[src/rtl/cpu_pkg.sv]
// rtl/cpu_pkg.sv - shared CPU store-path widths, store buffer entry and flush state types
package cpu_pkg;

  localparam int ADDR_W = 16;
  localparam int DATA_W = 32;

  typedef struct packed {
    logic [ADDR_W-1:0] addr;
    logic [DATA_W-1:0] data;
  } sb_entry_t;

  typedef enum logic {
    SB_IDLE  = 1'b0,
    SB_FLUSH = 1'b1
  } sb_state_t;

endpackage

[src/rtl/store_buffer_if.sv]
// rtl/store_buffer_if.sv - store buffer CPU, load-forward and cache write port bundle
interface store_buffer_if
  import cpu_pkg::*;
#(
  parameter int DEPTH = 4
) ();

  logic                    st_valid;
  logic                    st_ready;
  logic [ADDR_W-1:0]       st_addr;
  logic [DATA_W-1:0]       st_data;
  logic [ADDR_W-1:0]       ld_addr;
  logic                    ld_hit;
  logic [DATA_W-1:0]       ld_data;
  logic                    mem_busy;
  logic                    drain;
  logic                    we;
  logic [ADDR_W-1:0]       waddr;
  logic [DATA_W-1:0]       win;
  logic                    empty;
  logic [$clog2(DEPTH):0]  count;

  modport master (
    output st_valid, st_addr, st_data, ld_addr, mem_busy, drain,
    input  st_ready, ld_hit, ld_data, we, waddr, win, empty, count
  );

  modport slave (
    input  st_valid, st_addr, st_data, ld_addr, mem_busy, drain,
    output st_ready, ld_hit, ld_data, we, waddr, win, empty, count
  );

endinterface

[src/rtl/store_buffer_sb_match.sv]
// rtl/store_buffer_sb_match.sv - combinational youngest-first load address match over pending stores
module sb_match
  import cpu_pkg::*;
#(
  parameter int DEPTH = 4
) (
  input  sb_entry_t                  entries [DEPTH],
  input  logic [DEPTH-1:0]           valid,
  input  logic [$clog2(DEPTH)-1:0]   tail,
  input  logic [ADDR_W-1:0]          ld_addr,
  output logic                       hit,
  output logic [DATA_W-1:0]          data
);

  localparam int PW = $clog2(DEPTH);

  logic [PW-1:0] idx;

  // Walk oldest (tail-DEPTH) to youngest (tail-1); a later match overrides an earlier one.
  always_comb begin
    hit  = 1'b0;
    data = '0;
    idx  = '0;
    for (int i = DEPTH; i >= 1; i--) begin
      idx = tail - PW'(i);
      if (valid[idx] && (entries[idx].addr == ld_addr)) begin
        hit  = 1'b1;
        data = entries[idx].data;
      end
    end
  end

endmodule

[src/rtl/store_buffer.sv]
// rtl/store_buffer.sv - in-order store FIFO draining to the cache write port, with load forwarding and flush
module store_buffer
  import cpu_pkg::*;
#(
  parameter int DEPTH = 4
) (
  input  logic           clk,
  input  logic           reset,
  store_buffer_if.slave  bus
);

  localparam int PW = $clog2(DEPTH);
  localparam int CW = PW + 1;

  sb_entry_t        mem [DEPTH];
  logic [PW-1:0]    head;
  logic [PW-1:0]    tail;
  logic [CW-1:0]    count;
  logic [DEPTH-1:0] valid;
  sb_state_t        state;
  sb_state_t        state_nxt;
  logic             full;
  logic             enq;
  logic             deq;

  assign full         = (count == CW'(DEPTH));
  assign bus.empty    = (count == '0);
  assign bus.count    = count;
  assign bus.st_ready = !full && (state == SB_IDLE);
  assign enq          = bus.st_valid && bus.st_ready;
  assign deq          = !bus.empty && !bus.mem_busy;
  assign bus.we       = deq;
  assign bus.waddr    = bus.empty ? '0 : mem[head].addr;
  assign bus.win      = bus.empty ? '0 : mem[head].data;

  // A slot is live when its distance from head is below the pending count.
  for (genvar g = 0; g < DEPTH; g++) begin : g_valid
    assign valid[g] = {1'b0, PW'(g) - head} < count;
  end

  always_ff @(posedge clk) begin
    if (reset) begin
      head  <= '0;
      tail  <= '0;
      count <= '0;
    end else begin
      if (enq) begin
        mem[tail] <= '{addr: bus.st_addr, data: bus.st_data};
        tail      <= tail + PW'(1);
      end
      if (deq) begin
        head <= head + PW'(1);
      end
      case ({enq, deq})
        2'b10:   count <= count + CW'(1);
        2'b01:   count <= count - CW'(1);
        default: count <= count;
      endcase
    end
  end

  always_ff @(posedge clk) begin
    if (reset) begin
      state <= SB_IDLE;
    end else begin
      state <= state_nxt;
    end
  end

  always_comb begin
    state_nxt = state;
    case (state)
      SB_IDLE:  if (bus.drain) state_nxt = SB_FLUSH;
      SB_FLUSH: if (count == '0) state_nxt = SB_IDLE;
      default:  state_nxt = SB_IDLE;
    endcase
  end

  sb_match #(
    .DEPTH (DEPTH)
  ) u_match (
    .entries (mem),
    .valid   (valid),
    .tail    (tail),
    .ld_addr (bus.ld_addr),
    .hit     (bus.ld_hit),
    .data    (bus.ld_data)
  );

endmodule
[src/flat_wrapper.sv]
// flat-port wrapper written by rule: the top's interface ports become plain ports
module store_buffer_flat import cpu_pkg::*;
#(
  parameter int DEPTH = 4
)
  (clk, reset, bus_st_valid, bus_st_addr, bus_st_data, bus_ld_addr, bus_mem_busy, bus_drain, bus_st_ready, bus_ld_hit, bus_ld_data, bus_we, bus_waddr, bus_win, bus_empty, bus_count);
  store_buffer_if #(.DEPTH(DEPTH)) bus_i ();
  input  logic clk;
  input  logic reset;
  input wire logic [$bits(bus_i.st_valid)-1:0] bus_st_valid;
  input wire logic [$bits(bus_i.st_addr)-1:0] bus_st_addr;
  input wire logic [$bits(bus_i.st_data)-1:0] bus_st_data;
  input wire logic [$bits(bus_i.ld_addr)-1:0] bus_ld_addr;
  input wire logic [$bits(bus_i.mem_busy)-1:0] bus_mem_busy;
  input wire logic [$bits(bus_i.drain)-1:0] bus_drain;
  output wire logic [$bits(bus_i.st_ready)-1:0] bus_st_ready;
  output wire logic [$bits(bus_i.ld_hit)-1:0] bus_ld_hit;
  output wire logic [$bits(bus_i.ld_data)-1:0] bus_ld_data;
  output wire logic [$bits(bus_i.we)-1:0] bus_we;
  output wire logic [$bits(bus_i.waddr)-1:0] bus_waddr;
  output wire logic [$bits(bus_i.win)-1:0] bus_win;
  output wire logic [$bits(bus_i.empty)-1:0] bus_empty;
  output wire logic [$bits(bus_i.count)-1:0] bus_count;
  assign bus_i.st_valid = bus_st_valid;
  assign bus_i.st_addr = bus_st_addr;
  assign bus_i.st_data = bus_st_data;
  assign bus_i.ld_addr = bus_ld_addr;
  assign bus_i.mem_busy = bus_mem_busy;
  assign bus_i.drain = bus_drain;
  assign bus_st_ready = bus_i.st_ready;
  assign bus_ld_hit = bus_i.ld_hit;
  assign bus_ld_data = bus_i.ld_data;
  assign bus_we = bus_i.we;
  assign bus_waddr = bus_i.waddr;
  assign bus_win = bus_i.win;
  assign bus_empty = bus_i.empty;
  assign bus_count = bus_i.count;
  store_buffer #(.DEPTH(DEPTH)) u_core (.clk(clk), .reset(reset), .bus(bus_i));
endmodule
[config.mk]
export PLATFORM = sky130hd
export DESIGN_NAME = store_buffer_flat
export DESIGN_NICKNAME = d
export VERILOG_FILES = /design/src/rtl/cpu_pkg.sv /design/src/rtl/store_buffer_if.sv /design/src/rtl/store_buffer_sb_match.sv /design/src/rtl/store_buffer.sv /design/src/flat_wrapper.sv
export SDC_FILE = /design/constraint.sdc
export NUM_CORES = 1
export LEC_CHECK = 0
export BUFFER_PORTS_ARGS = -buffer_cell sky130_fd_sc_hd__buf_4
export CORE_MARGIN = 4
export CORE_UTILIZATION = 35
export DETAILED_ROUTE_END_ITERATION = 10
export GPL_ROUTABILITY_DRIVEN = 1
export GPL_TIMING_DRIVEN = 0
export PLACE_DENSITY_LB_ADDON = 0.3
export SYNTH_ARGS = -nofsm -noshare
export SYNTH_HDL_FRONTEND = slang
export SYNTH_SLANG_ARGS = --single-unit
[constraint.sdc]
create_clock -name clk -period 5.4 [get_ports clk]
set_input_delay 0.27 -clock clk [delete_from_list [all_inputs] [get_ports clk]]
set_output_delay 0.27 -clock clk [all_outputs]
set_load 0.05 [all_outputs]
Word level (Yosys, flattened, before mapping)
Index checks and enable logic that the tools add are counted.
{"block": "totals", "ff_bits": 200, "input_bits": 69, "word_cells": 105}
{"block": "classes", "add_sub_neg": 11, "order_cmp": 14, "eq_ne": 7, "muxes": 40, "n_bitwise": 7, "n_reduce_logical": 14}
{"cell": "$mux 48", "n": 11}
{"cell": "$bmux 48 s2", "n": 5}
{"cell": "$bwmux 192", "n": 1}
{"cell": "$mux 32", "n": 5}
{"cell": "$demux 48 s2", "n": 1}
{"cell": "$eq 16x16->1", "n": 4}
{"cell": "$mux 16", "n": 1}
{"cell": "$ge 3x3->1 const B", "n": 5}
{"cell": "$not 2->3", "n": 5}
{"cell": "$lt 2x3->1", "n": 4}
{"cell": "$lt 2x3->1 const B", "n": 4}
{"cell": "$mux 1", "n": 10}
{"cell": "$bmux 1 s2", "n": 4}
{"cell": "$logic_and 1x1->1", "n": 8}
{"cell": "$pmux 3 s2", "n": 1}
{"cell": "$add 2x1->2 const B", "n": 2}
{"cell": "$sub 1x2->2 const A", "n": 2}
{"cell": "$sub 2x2->2 const A", "n": 2}
{"cell": "$sub 2x2->2 const B", "n": 2}
{"cell": "$add 3x1->3 const B", "n": 1}
{"cell": "$eq 3x3->1 const B", "n": 1}
{"cell": "$logic_not 1->1", "n": 3}
{"cell": "$logic_not 3->1", "n": 1}
{"cell": "$lt 3x1->1 const B", "n": 1}
{"cell": "other kinds (8)", "n": 9}

Depth between registers and ports, before layout
{"block": "depth", "ltp_word": 10, "mapped_depth": 18, "mapped_depth_nobuf": 9}

Modules after synthesis
Synthesis repeated with hierarchy kept, for this count alone.
{"block": "unflattened", "cells_unflattened": 1173, "area_unflattened_um2": 14303.7}
{"mod": "store_buffer", "n_inst": 1, "cells_each": 376, "area_per_inst_um2": 8000.2, "seq_area_each_um2": 5925.7}
{"mod": "sb_match", "n_inst": 1, "cells_each": 797, "area_per_inst_um2": 6303.5, "seq_area_each_um2": 0.0}

Least setup slack after synthesis
Ideal clock, no wire load.
{"block": "synth_path", "path_kind": "register to output", "startpoint": "register u_core.tail[1]", "endpoint": "output port bus_ld_data[10]", "t_arrival_ns": 4.523, "required_time_ns": 5.130, "setup_slack_ns": 0.607, "stages_incl_launch_ff": 17, "path_buffers": 8, "cell_sequence": "dfxtp_1 clkbuf_1 clkbuf_8 inv_1 clkbuf_1 buf_6 buf_6 ha_1 buf_4 buf_2 mux4_2 xor2_1 nor4_1 nand4_2 buf_6 mux2i_1 o221ai_1"}
{"block": "synth_via", "elab_chain_len": 10, "word_cells_on_any_way": 39, "cone_classes": "add/sub (3); eq/ne (4); mux (24); bitwise (4); reduce/logical (4)"}
{"item": "start: declaration", "line": "store_buffer.sv:17", "source": "logic [PW-1:0] tail;"}
{"item": "start signal: assignment", "line": "store_buffer.sv:49", "source": "tail <= tail + PW'(1);"}
{"item": "$sub 2x2->2 or $not 2->3 (tied branches)", "line": "store_buffer_sb_match.sv:25, store_buffer_sb_match.sv:26, store_buffer_sb_match.sv:28"}
{"item": "$not 2->3 (not written as such) or $bmux 48 s2 (tied branches)", "line": "store_buffer_sb_match.sv:26, store_buffer_sb_match.sv:28"}
{"item": "$bmux 48 s2 or $mux 48 (tied branches)", "line": "store_buffer_sb_match.sv:26, store_buffer_sb_match.sv:28"}
{"item": "$mux 48 (not written as such)", "line": "store_buffer_sb_match.sv:28", "source": "data = entries[idx].data;"}
{"item": "$mux 48 (not written as such) or $eq 16x16->1 (tied branches)", "line": "store_buffer_sb_match.sv:28, store_buffer_sb_match.sv:26"}
{"item": "$eq 16x16->1 or $logic_and 1x1->1 (tied branches)", "line": "store_buffer_sb_match.sv:26", "source": "if (valid[idx] && (entries[idx].addr == ld_addr)) begin"}
{"item": "$logic_and 1x1->1 or $mux 32 (tied branches)", "line": "store_buffer_sb_match.sv:26"}
{"item": "$mux 32 (2 in a row)", "line": "store_buffer_sb_match.sv:26"}
{"item": "$mux 32 (*)", "line": "store_buffer_sb_match.sv:26"}
{"item": "end: declaration", "line": "flat_wrapper.sv:18", "source": "output wire logic [$bits(bus_i.ld_data)-1:0] bus_ld_data;"}
Mark *: on every way between the ends. The rest lies on a longest branch, timed or not. The select of a mux whose other input is x is not followed.

Worst setup path in the final report
{"block": "layout_path", "startpoint": "register u_core.tail[1]", "endpoint": "output port bus_ld_data[14]"}
The elaborated chain is that of the path after synthesis.

==> qor.txt <==
WP data required - 5130 ps
Post-route setup TNS - 0 ps
Power Total - 7.324 mW
Via count - 10390
Buffers on Ports - 146
Cells after synthesis - 1002
Leakage power - 6.225 nW
CP top delay family - buffers and inverters
CTS tree - done
Crit-path max FO - 11
Placed cells - 1680
Die Span Y - 211.2 um
Final worst path period need - 5246 ps
Fin crit share - 97.14%
Clk_skew - 7.989 ps
Critical path buffer and inverter count - 12
PnR worst setup slack - 154.5 ps
H-tree depth - 4
WHS Path Cells - 1
Final setup viols - 0
Die area - 44590 um^2
Post-Syn Nets - 1081
Hold slack final - 23.27 ps
Power Dens Cells - 420.4 nW/um^2
Crit path cell chain - buf_6, clkbuf_8, inv_1, buf_2, buf_6, buf_6, ha_1, buf_6, buf_6, buf_12, mux4_2, xnor2_1, nand4_1, nor2_1, nand4_2, buf_4, buf_6, mux2i_1, o221ai_1, buf_4
Hold WC Path Type - input port to flip-flop
Synth area leaders - edfxtp_1, mux4_2, mux4_1
GPL Wtd Cong - 0.8534
Fmax - 190.6 MHz
Finished Cell Area - 17420 um^2
Diode count - 0
Final Max Tran Viols - 0
Outcome - finished, final reports clean
Iter 0 DRT Violations - 1167
Filler-free cell count of the finished design - 1754
Setup crit start kind - flip-flop
Yosys warnings - 0
Largest net degree at the start of global routing - 49
RSZ-0062 raised after global routing - false
EDFF count, synth - 192
Post-synth top flop - edfxtp_1
CP dominant cell by count - buf_6
Arrival @ worst endpoint - 4980 ps
Row count - 74
Net Sw Frac - 42.74%
Synth cell types - 51
Number of max-cap violations - 0
First-pass GRT wire length - 66.54 mm
Dpl hpwl - 30.69 mm
Initial antenna violation count - 1
Clock Power Share - 17.4%
Seq pwr share - 25.7%
Combinational Power Share - 56.9%
Synth top area share - 39.91%
Io pins - 156
DRT Pass-1 Iters - 5
CP peak stage delay - 520 ps
Slowest-stage cell, CP - mux4_2
Crit Path Category - flip-flop to output port
#FFs+latches synth - 200
DRC violations left - 0
Vias in the first global route - 10420
Total Nets Final - 1288
Number of sinks on the clock net - 200
Die W - 211.2 um
Syn Area/Cell - 14.42 um^2
Register area share after synthesis - 41.02%
Routed vias/inst - 5.922
Initial core utilization - 35.38%
Final core utilization - 42.67%
Share of layout cells above drive strength 1 - 36.74%
CTS Buf Count - 17
Worst Reg-to-Reg Cells - 15
Top-count cell post-synth - edfxtp_1
Critical Path End Type - output port
Area growth syn-to-layout - 20.62%
ANT nets after route - 0
Worst rel slew slack - 27.98%
Int Pwr - 4.194 mW
Synth top cells by count - edfxtp_1, mux4_2, nand2_1, mux2i_1, xnor2_1
Root Driver - clkbuf_16
Final Hold Vio Count - 0
WP depth - 20
Worst ir drop on vdd - 0.1781 mV
Routed WL - 44.47 mm
Core Area - 40830 um^2
Mapped cell area - 14450 um^2
Worst-path clk slew - 70 ps
Max Root-Sink Buffers - 2
Psw - 3.131 mW
Worst Max-Slew Pin Slew - 1080 ps
GRT Util Overall - 19.81%
Grt ovf - 0
Worst-Skew Late Latency - 460 ps
Pre-CTS setup slack - -401.8 ps
Synth area leader - edfxtp_1
WL/cell - 25.35 um
Ys async rst share - 0%
Placement Cell Area - 16220 um^2
## cell usage in the layout (no fill, tap or decap), types with 14 or more instances in the layout
cell type	n
and3_1	30
buf_2	17
buf_4	144
buf_6	23
clkbuf_1	37
clkbuf_16	20
dlygate4sd3_1	40
edfxtp_1	192
inv_1	40
mux2_2	32
mux2i_1	66
mux4_1	26
mux4_2	136
mux4_4	14
nand2_1	69
nand4_1	14
nor2b_1	48
o2111ai_1	32
o21ai_0	33
o221ai_2	21
xnor2_1	59
## sequential cells by signal, indices dropped and copies added (netlist names)
register / count
u_core.bus.count: 3
u_core.tail: 2
u_core.state: 1
u_core.head: 2
u_core.mem: 192
## area by class of cell
class	instances	area [um^2]
plain buffers	101	665.6
clock buffers	26	533.0
clock inverters	6	50.05
fillers	3782	23410
inverters	40	150.1
multi-input cells	661	7895
flip-flops and latches	200	5926
well taps	532	665.6
repair buffers	188	1538
## cells by family (layout without fill, tap and decap cells)
group / Yosys count / count (layout) / share of synthesized area [%]
multiplexers: 274 / 274 / 35.43
flip-flops: 200 / 200 / 41.02
AND/OR/NAND/NOR: 189 / 189 / 6.877
buffers and inverters: 141 / 361 / 5.336
AO/OA/AOI/OAI: 118 / 118 / 6.124
XOR/XNOR: 70 / 70 / 4.296
adder cells (fa/ha/maj): 10 / 10 / 0.9182
## path summary, 6_finish.rpt
path / startpoint / to / slack (ps)
worst max-delay path: u_core.tail[1] / bus_ld_data[14] / 150
worst min-delay path: bus_st_addr[3] / u_core.mem[35] / 20
worst max register to register: u_core.tail[1] / u_core.tail[1] / 1770
worst min register to register: u_core.state / u_core.state / 480
## layer usage
metal	up-vias	share of wire, %	global-route usage [%]
met3	56	5.7	3.060
met2	424	47	30.62
met5	-	0.027	0
li1	4509	-	-
met4	2	2.1	6.036
met1	5397	45	29.06
## what timing repair did
item                       in CTS  in global routing
pin swaps                       1                  8
resized for setup              34                 33
buffers inserted                2                  0
hold endpoints to repair      158                  0
cloned                          0                  0
hold buffers                   40                  0
setup endpoints to repair      33                 32
## power by group through the flow
stage / logic, mW / registers, mW / clock network, mW
6_report: 4.17 / 1.88 / 1.27
5_1_grt: 4.45 / 1.89 / 1.35
4_1_cts: 4.21 / 1.88 / 1.29
3_5_place_dp: 4.15 / 1.91 / 0
3_3_place_gp: 4.12 / 1.91 / 0
2_1_floorplan: 3.00 / 1.92 / 0
(Power assumes the default switching activity.)
